**src/rtl/bus_pkg.sv**
```systemverilog
// Shared definitions for the core-bus arbiter family: FSM encodings,
// master indices and the default access timeout.
package bus_pkg;
    typedef enum logic [1:0] {
        IDLE   = 2'd0,
        ACCESS = 2'd1,
        RESP   = 2'd2
    } state_t;

    localparam logic M0 = 1'b0;
    localparam logic M1 = 1'b1;

    localparam int TIMEOUT_DEF = 16;
endpackage

```
**src/rtl/busarb_rrpick.sv**
```systemverilog
// Two-way round-robin picker: on a tie the master not granted last wins.
module rrpick
    import bus_pkg::*;
(
    input  logic [1:0] req,
    input  logic       last,
    output logic       grant,
    output logic       valid
);
    always_comb begin
        valid = |req;
        grant = M0;
        if (&req)
            grant = ~last;
        else if (req[1])
            grant = M1;
    end
endmodule

```
**src/rtl/busarb.sv**
```systemverilog
// Two-master core-bus arbiter: grants m0/m1 round-robin, runs one device
// access at a time and returns a single ack or err pulse to the owner.
module busarb
    import bus_pkg::*;
#(
    parameter int TIMEOUT = TIMEOUT_DEF
) (
    input  logic        clk,
    input  logic        n_rst,
    input  logic        m0_req,
    input  logic [31:0] m0_addr,
    input  logic        m0_we,
    input  logic [31:0] m0_wdata,
    input  logic        m1_req,
    input  logic [31:0] m1_addr,
    input  logic        m1_we,
    input  logic [31:0] m1_wdata,
    output logic        m0_ack,
    output logic        m0_err,
    output logic        m1_ack,
    output logic        m1_err,
    output logic [31:0] rdata,
    output logic        en,
    output logic [31:0] addr,
    output logic        we,
    output logic [31:0] wdata,
    input  logic [31:0] dev_rdata,
    input  logic        ready,
    input  logic        claimed
);
    localparam int            CW      = $clog2(TIMEOUT + 1);
    localparam logic [CW-1:0] CNT_MAX = CW'(TIMEOUT);

    state_t        state, state_nxt;
    logic          last, last_nxt;
    logic          owner, owner_nxt;
    logic [CW-1:0] cnt, cnt_nxt, cnt_inc;
    logic          en_nxt, we_nxt;
    logic [31:0]   addr_nxt, wdata_nxt, rdata_nxt;
    logic [1:0]    ack_q, err_q, ack_nxt, err_nxt;
    logic          gnt, gvld;

    rrpick u_pick (
        .req   ({m1_req, m0_req}),
        .last  (last),
        .grant (gnt),
        .valid (gvld)
    );

    // Saturating so a long stall can never wrap back under the limit.
    assign cnt_inc = (cnt == CNT_MAX) ? cnt : cnt + 1'b1;

    always_comb begin
        state_nxt = state;
        last_nxt  = last;
        owner_nxt = owner;
        cnt_nxt   = cnt;
        en_nxt    = en;
        we_nxt    = we;
        addr_nxt  = addr;
        wdata_nxt = wdata;
        rdata_nxt = rdata;
        ack_nxt   = '0;
        err_nxt   = '0;
        case (state)
            IDLE: begin
                if (gvld) begin
                    owner_nxt = gnt;
                    addr_nxt  = gnt ? m1_addr  : m0_addr;
                    we_nxt    = gnt ? m1_we    : m0_we;
                    wdata_nxt = gnt ? m1_wdata : m0_wdata;
                    cnt_nxt   = '0;
                    en_nxt    = 1'b1;
                    state_nxt = ACCESS;
                end
            end
            ACCESS: begin
                cnt_nxt = cnt_inc;
                // A missing claim outranks ready: nobody decoded the address.
                if (!claimed) begin
                    err_nxt[owner] = 1'b1;
                end else if (ready) begin
                    ack_nxt[owner] = 1'b1;
                    if (!we)
                        rdata_nxt = dev_rdata;
                end else if (cnt_inc == CNT_MAX) begin
                    err_nxt[owner] = 1'b1;
                end
                if (|(ack_nxt | err_nxt)) begin
                    en_nxt    = 1'b0;
                    state_nxt = RESP;
                end
            end
            RESP: begin
                last_nxt  = owner;
                state_nxt = IDLE;
            end
            default: state_nxt = IDLE;
        endcase
    end

    always_ff @(posedge clk or negedge n_rst) begin
        if (!n_rst) begin
            state <= IDLE;
            last  <= M1;
            owner <= M0;
            cnt   <= '0;
            en    <= 1'b0;
            we    <= 1'b0;
            addr  <= '0;
            wdata <= '0;
            rdata <= '0;
            ack_q <= '0;
            err_q <= '0;
        end else begin
            state <= state_nxt;
            last  <= last_nxt;
            owner <= owner_nxt;
            cnt   <= cnt_nxt;
            en    <= en_nxt;
            we    <= we_nxt;
            addr  <= addr_nxt;
            wdata <= wdata_nxt;
            rdata <= rdata_nxt;
            ack_q <= ack_nxt;
            err_q <= err_nxt;
        end
    end

    assign m0_ack = ack_q[0];
    assign m1_ack = ack_q[1];
    assign m0_err = err_q[0];
    assign m1_err = err_q[1];
endmodule

```
**config.mk**
```make
export PLATFORM = sky130hd
export DESIGN_NAME = busarb
export DESIGN_NICKNAME = d
export VERILOG_FILES = /design/src/rtl/bus_pkg.sv /design/src/rtl/busarb_rrpick.sv /design/src/rtl/busarb.sv
export SDC_FILE = /design/constraint.sdc
export NUM_CORES = 1
export LEC_CHECK = 0
export BUFFER_PORTS_ARGS = -buffer_cell sky130_fd_sc_hd__buf_2
export CORE_AREA = 2 2 106 108
export CTS_BUF_LIST = sky130_fd_sc_hd__clkbuf_8
export CTS_CLUSTER_SIZE = 25
export DETAILED_ROUTE_END_ITERATION = 8
export DIE_AREA = 0 0 108 110
export PLACE_DENSITY_LB_ADDON = 0.08
export SYNTH_ARGS = -nofsm -noshare
export SYNTH_HDL_FRONTEND = slang
export SYNTH_SLANG_ARGS = --single-unit
```
**constraint.sdc**
```tcl
create_clock -name clk -period 3.1 [get_ports clk]
set_clock_uncertainty 0.05 [all_clocks]
set_input_delay 0.465 -clock clk [delete_from_list [all_inputs] [get_ports clk]]
set_output_delay 0.465 -clock clk [all_outputs]
set_load 0.01 [all_outputs]
```
==> impl_metrics.py <==
metrics = {
    "critical_path": {
        "crit_arrival_ps": 2540,
        "crit_slowest_cell": "nor2b_1",
        "worstSetupStartpoint": "state[1]",
        "endpoint_kind": "register",
        "cpPeakStageDelay_ps": 620,
        "crit_type": "register to register",
        "start_kind": "register",
        "cpLargestDelayFamily": "simple AND/OR/NAND/NOR gates",
        "worst_r2r_path_depth": 5,
        "crit_fanout": 32,
        "cp.buffers_inverters": 1,
        "r2r_end": "rdata[2]",
        "path_cells": "nor2b_1 > nand3_1 > nor2_2 > buf_4 > mux2_2",
        "timing.rr.start": "state[1]",
        "worstPathRequired_ps": 3290,
        "r2r_slack_ps": 750,
    },
    "cts": {
        "post_cts_resized": 0,
        "tritoncts": "done",
        "insertion_delay_ps": 360,
        "path_clk_slew_ps": 100,
        "clock_sinks": 111,
        "cts_buffers": 9,
        "htreeDepth": 3,
        "cts_buffer_depth": 2,
        "root_buffer": "clkbuf_8",
    },
    "timing": {
        "fin_tns_setup_ps": 0,
        "layout_min_cycle_time_ps": 2353,
        "period_share_pct": 75.90,
        "maxSlewViolCount": 0,
        "hold_violations": 0,
        "max_freq_ghz": 0.4250,
        "tightestPinTransition_ps": 778.4,
        "setup_viol": 0,
        "rsz0062_at_grt": "false",
        "slew_headroom_pct": 48.00,
    },
    "power": {
        "switchingPower_mw": 2.361,
        "ir_drop_uv": 390.4,
        "power_mw": 6.010,
        "p_comb_share_pct": 44.9,
        "power.clock.fraction_pct": 13.4,
        "cellLeakagePower_nw": 3.515,
        "power-per-cell-area_mw_per_mm2": 905.2,
        "seqPwrFrac_pct": 41.8,
        "p_sw_share_pct": 39.29,
        "p_int_mw": 3.649,
    },
    "placed_design": {
        "place_congestion": 0.7762,
        "hpwl_mm": 9.669,
        "io_buffers": 269,
    },
    "synthesis": {
        "syn-num-nets": 596,
        "yosysWarnings": 0,
        "synthArstFlopShare_pct": 100.0,
        "synth_area_leader_cell": "dfrtp_1",
        "synth_top_area_share_pct": 55.47,
        "ys.flop_type": "dfrtp_1",
        "syn_inst": 426,
        "syn-cell-area_mm2": 0.004962,
        "ys_seq_area_share_pct": 56.00,
        "synth_edf_count": 0,
        "synth_seq_cells": 111,
        "synth_area_leaders": "dfrtp_1 55%, mux2i_1 13%, mux2_2 7.3%",
        "ys_types": 33,
        "synth.avg_cell_area_um2": 11.65,
    },
    "floorplan": {
        "core_area_mm2": 0.01070,
        "rows": 38,
        "die_area_mm2": 0.01188,
        "die_height_um": 110,
        "io_pins": 270,
        "initial_core_util_pct": 46.39,
        "fp.dieW_um": 108,
    },
    "grt": {
        "grt_pass1_wl_mm": 19.02,
        "top_usage_layer": "met2",
        "grt_remaining_overflow": 0,
        "grt_max_degree": 54,
        "grt_use_met3_pct": 5.173,
        "track_usage_pct": 20.68,
        "antenna_found_initial": 0,
        "grt_pass1_vias": 3988,
        "use_met1_pct": 24.65,
        "grt_use_met2_pct": 35.71,
    },
    "hold_path": {
        "hold_class": "input pin to register",
        "hold_path_end": "rdata[16]",
        "hp-start": "dev_rdata[16]",
        "hold_depth": 2,
    },
    "job": {
        "drv_cap": 0,
    },
    "detailed_routing": {
        "first_iter_violations": 130,
        "drt-pass1-iter-count": 4,
        "route.vias.total": 4065,
        "wirelength_mm": 12.22,
        "routed_via_density": 4.857,
        "wire_per_inst_um": 14.60,
        "drc": 0,
        "antenna_left": 0,
    },
    "final_layout": {
        "final_cell_mix": "268 x buf_2, 110 x dfrtp_1, 71 x nand2_1",
        "layout_commonest_cell": "buf_2",
        "nets": 862,
        "n_antenna_cell": 0,
        "syn_to_final_growth_pct": 33.79,
        "drive_above_1_share_pct": 49.78,
    },
    "run_status": {
        "status": "finished, final reports clean",
    },
}
==> repair_timing <==
action / 4_1_cts / 5_1_grt
hold endpoints to repair: 22 / 0
setup buffers: 0 / 0
hold buffers: 1 / 0
==> kinds of logic after synthesis <==
logic type | Yosys count | share of synthesized area [%]
AOI/OAI and AO/OA | 87 | 10.69
DFF | 111 | 56.00
adders and majority gates | 2 | 0.5042
buffers and inverters | 35 | 4.539
muxes | 97 | 20.37
xor gates and xnor gates | 1 | 0.1765
and+or+nand+nor | 93 | 7.716
==> synthesized netlist by cell type (all sizes together) (4+ instances only) <==
| library cell | count |
|---|---|
| clkbuf | 5 |
| nand3 | 4 |
| mux2 | 32 |
| mux2i | 65 |
| dfrtp | 110 |
| inv | 8 |
| nor3 | 4 |
| o31ai | 6 |
| buf | 22 |
| o21ai | 73 |
| nand2 | 71 |
| nor2 | 8 |
==> sequential cells by signal, summed over array words and instances (netlist names) <==
register and cells:
en 1, cnt 5, state 2, last 1, owner 1, ack_q 2
wdata 32, err_q 2, we 1, addr 32, rdata 32
==> worst max-delay path by stage <==
stage / to / slack (ps) / cells after the start
finish: rdata[2] / 750 / 5
CTS: rdata[1] / 770 / 5
global placement: rdata[23] / 930 / 5
global route: rdata[2] / 550 / 5
floorplan: en / 1460 / 6
detailed placement: rdata[21] / 820 / 5
==> power by group through the flow <==
stage / logic [mW] / clock network (mW) / registers (mW)
floorplan: 1.42 / 0 / 2.82
global placement: 2.67 / 0 / 2.51
detailed placement: 2.75 / 0 / 2.53
CTS: 2.75 / 0.832 / 2.51
global route: 3.01 / 0.887 / 2.61
finish: 2.70 / 0.803 / 2.51
==> cell type report <==
class | count | area (um^2)
Inverter | 8 | 30.03
Clock inverter | 6 | 43.79
Clock buffer | 10 | 137.6
Sequential cell | 111 | 2779
Multi-Input combinational cell | 280 | 1974
Fill cell | 935 | 4059
Timing Repair Buffer | 282 | 1499
Tap cell | 140 | 175.2
==> per-stage QoR <==
stage / utilization [%] / hold WS (ps) / cell area (um^2) / worst slack [ps] / instances
2_1_floorplan: - / 119.4 / 4962 / 1456 / 426
5_1_grt: 62.06 / 259.8 / 6639 / 550.0 / 837
3_3_place_gp: 60.27 / 339.4 / 6447 / 926.1 / 820
4_1_cts: 62.06 / 262.6 / 6639 / 774.5 / 837
6_report: 62.06 / 278.9 / 6639 / 747.1 / 837
3_5_place_dp: 60.27 / 342.5 / 6447 / 819.8 / 820
==> metal layers <==
layer  wire, um  vias to the layer above  share of wire [%]
met2       6015                      189                 49
met4        305                        0                2.5
met5          0                        -                  0
met3       1018                       26                8.3
li1           -                     2014                  -
met1       4884                     1836                 40
Note: power is estimated with default switching activity, not from simulation.
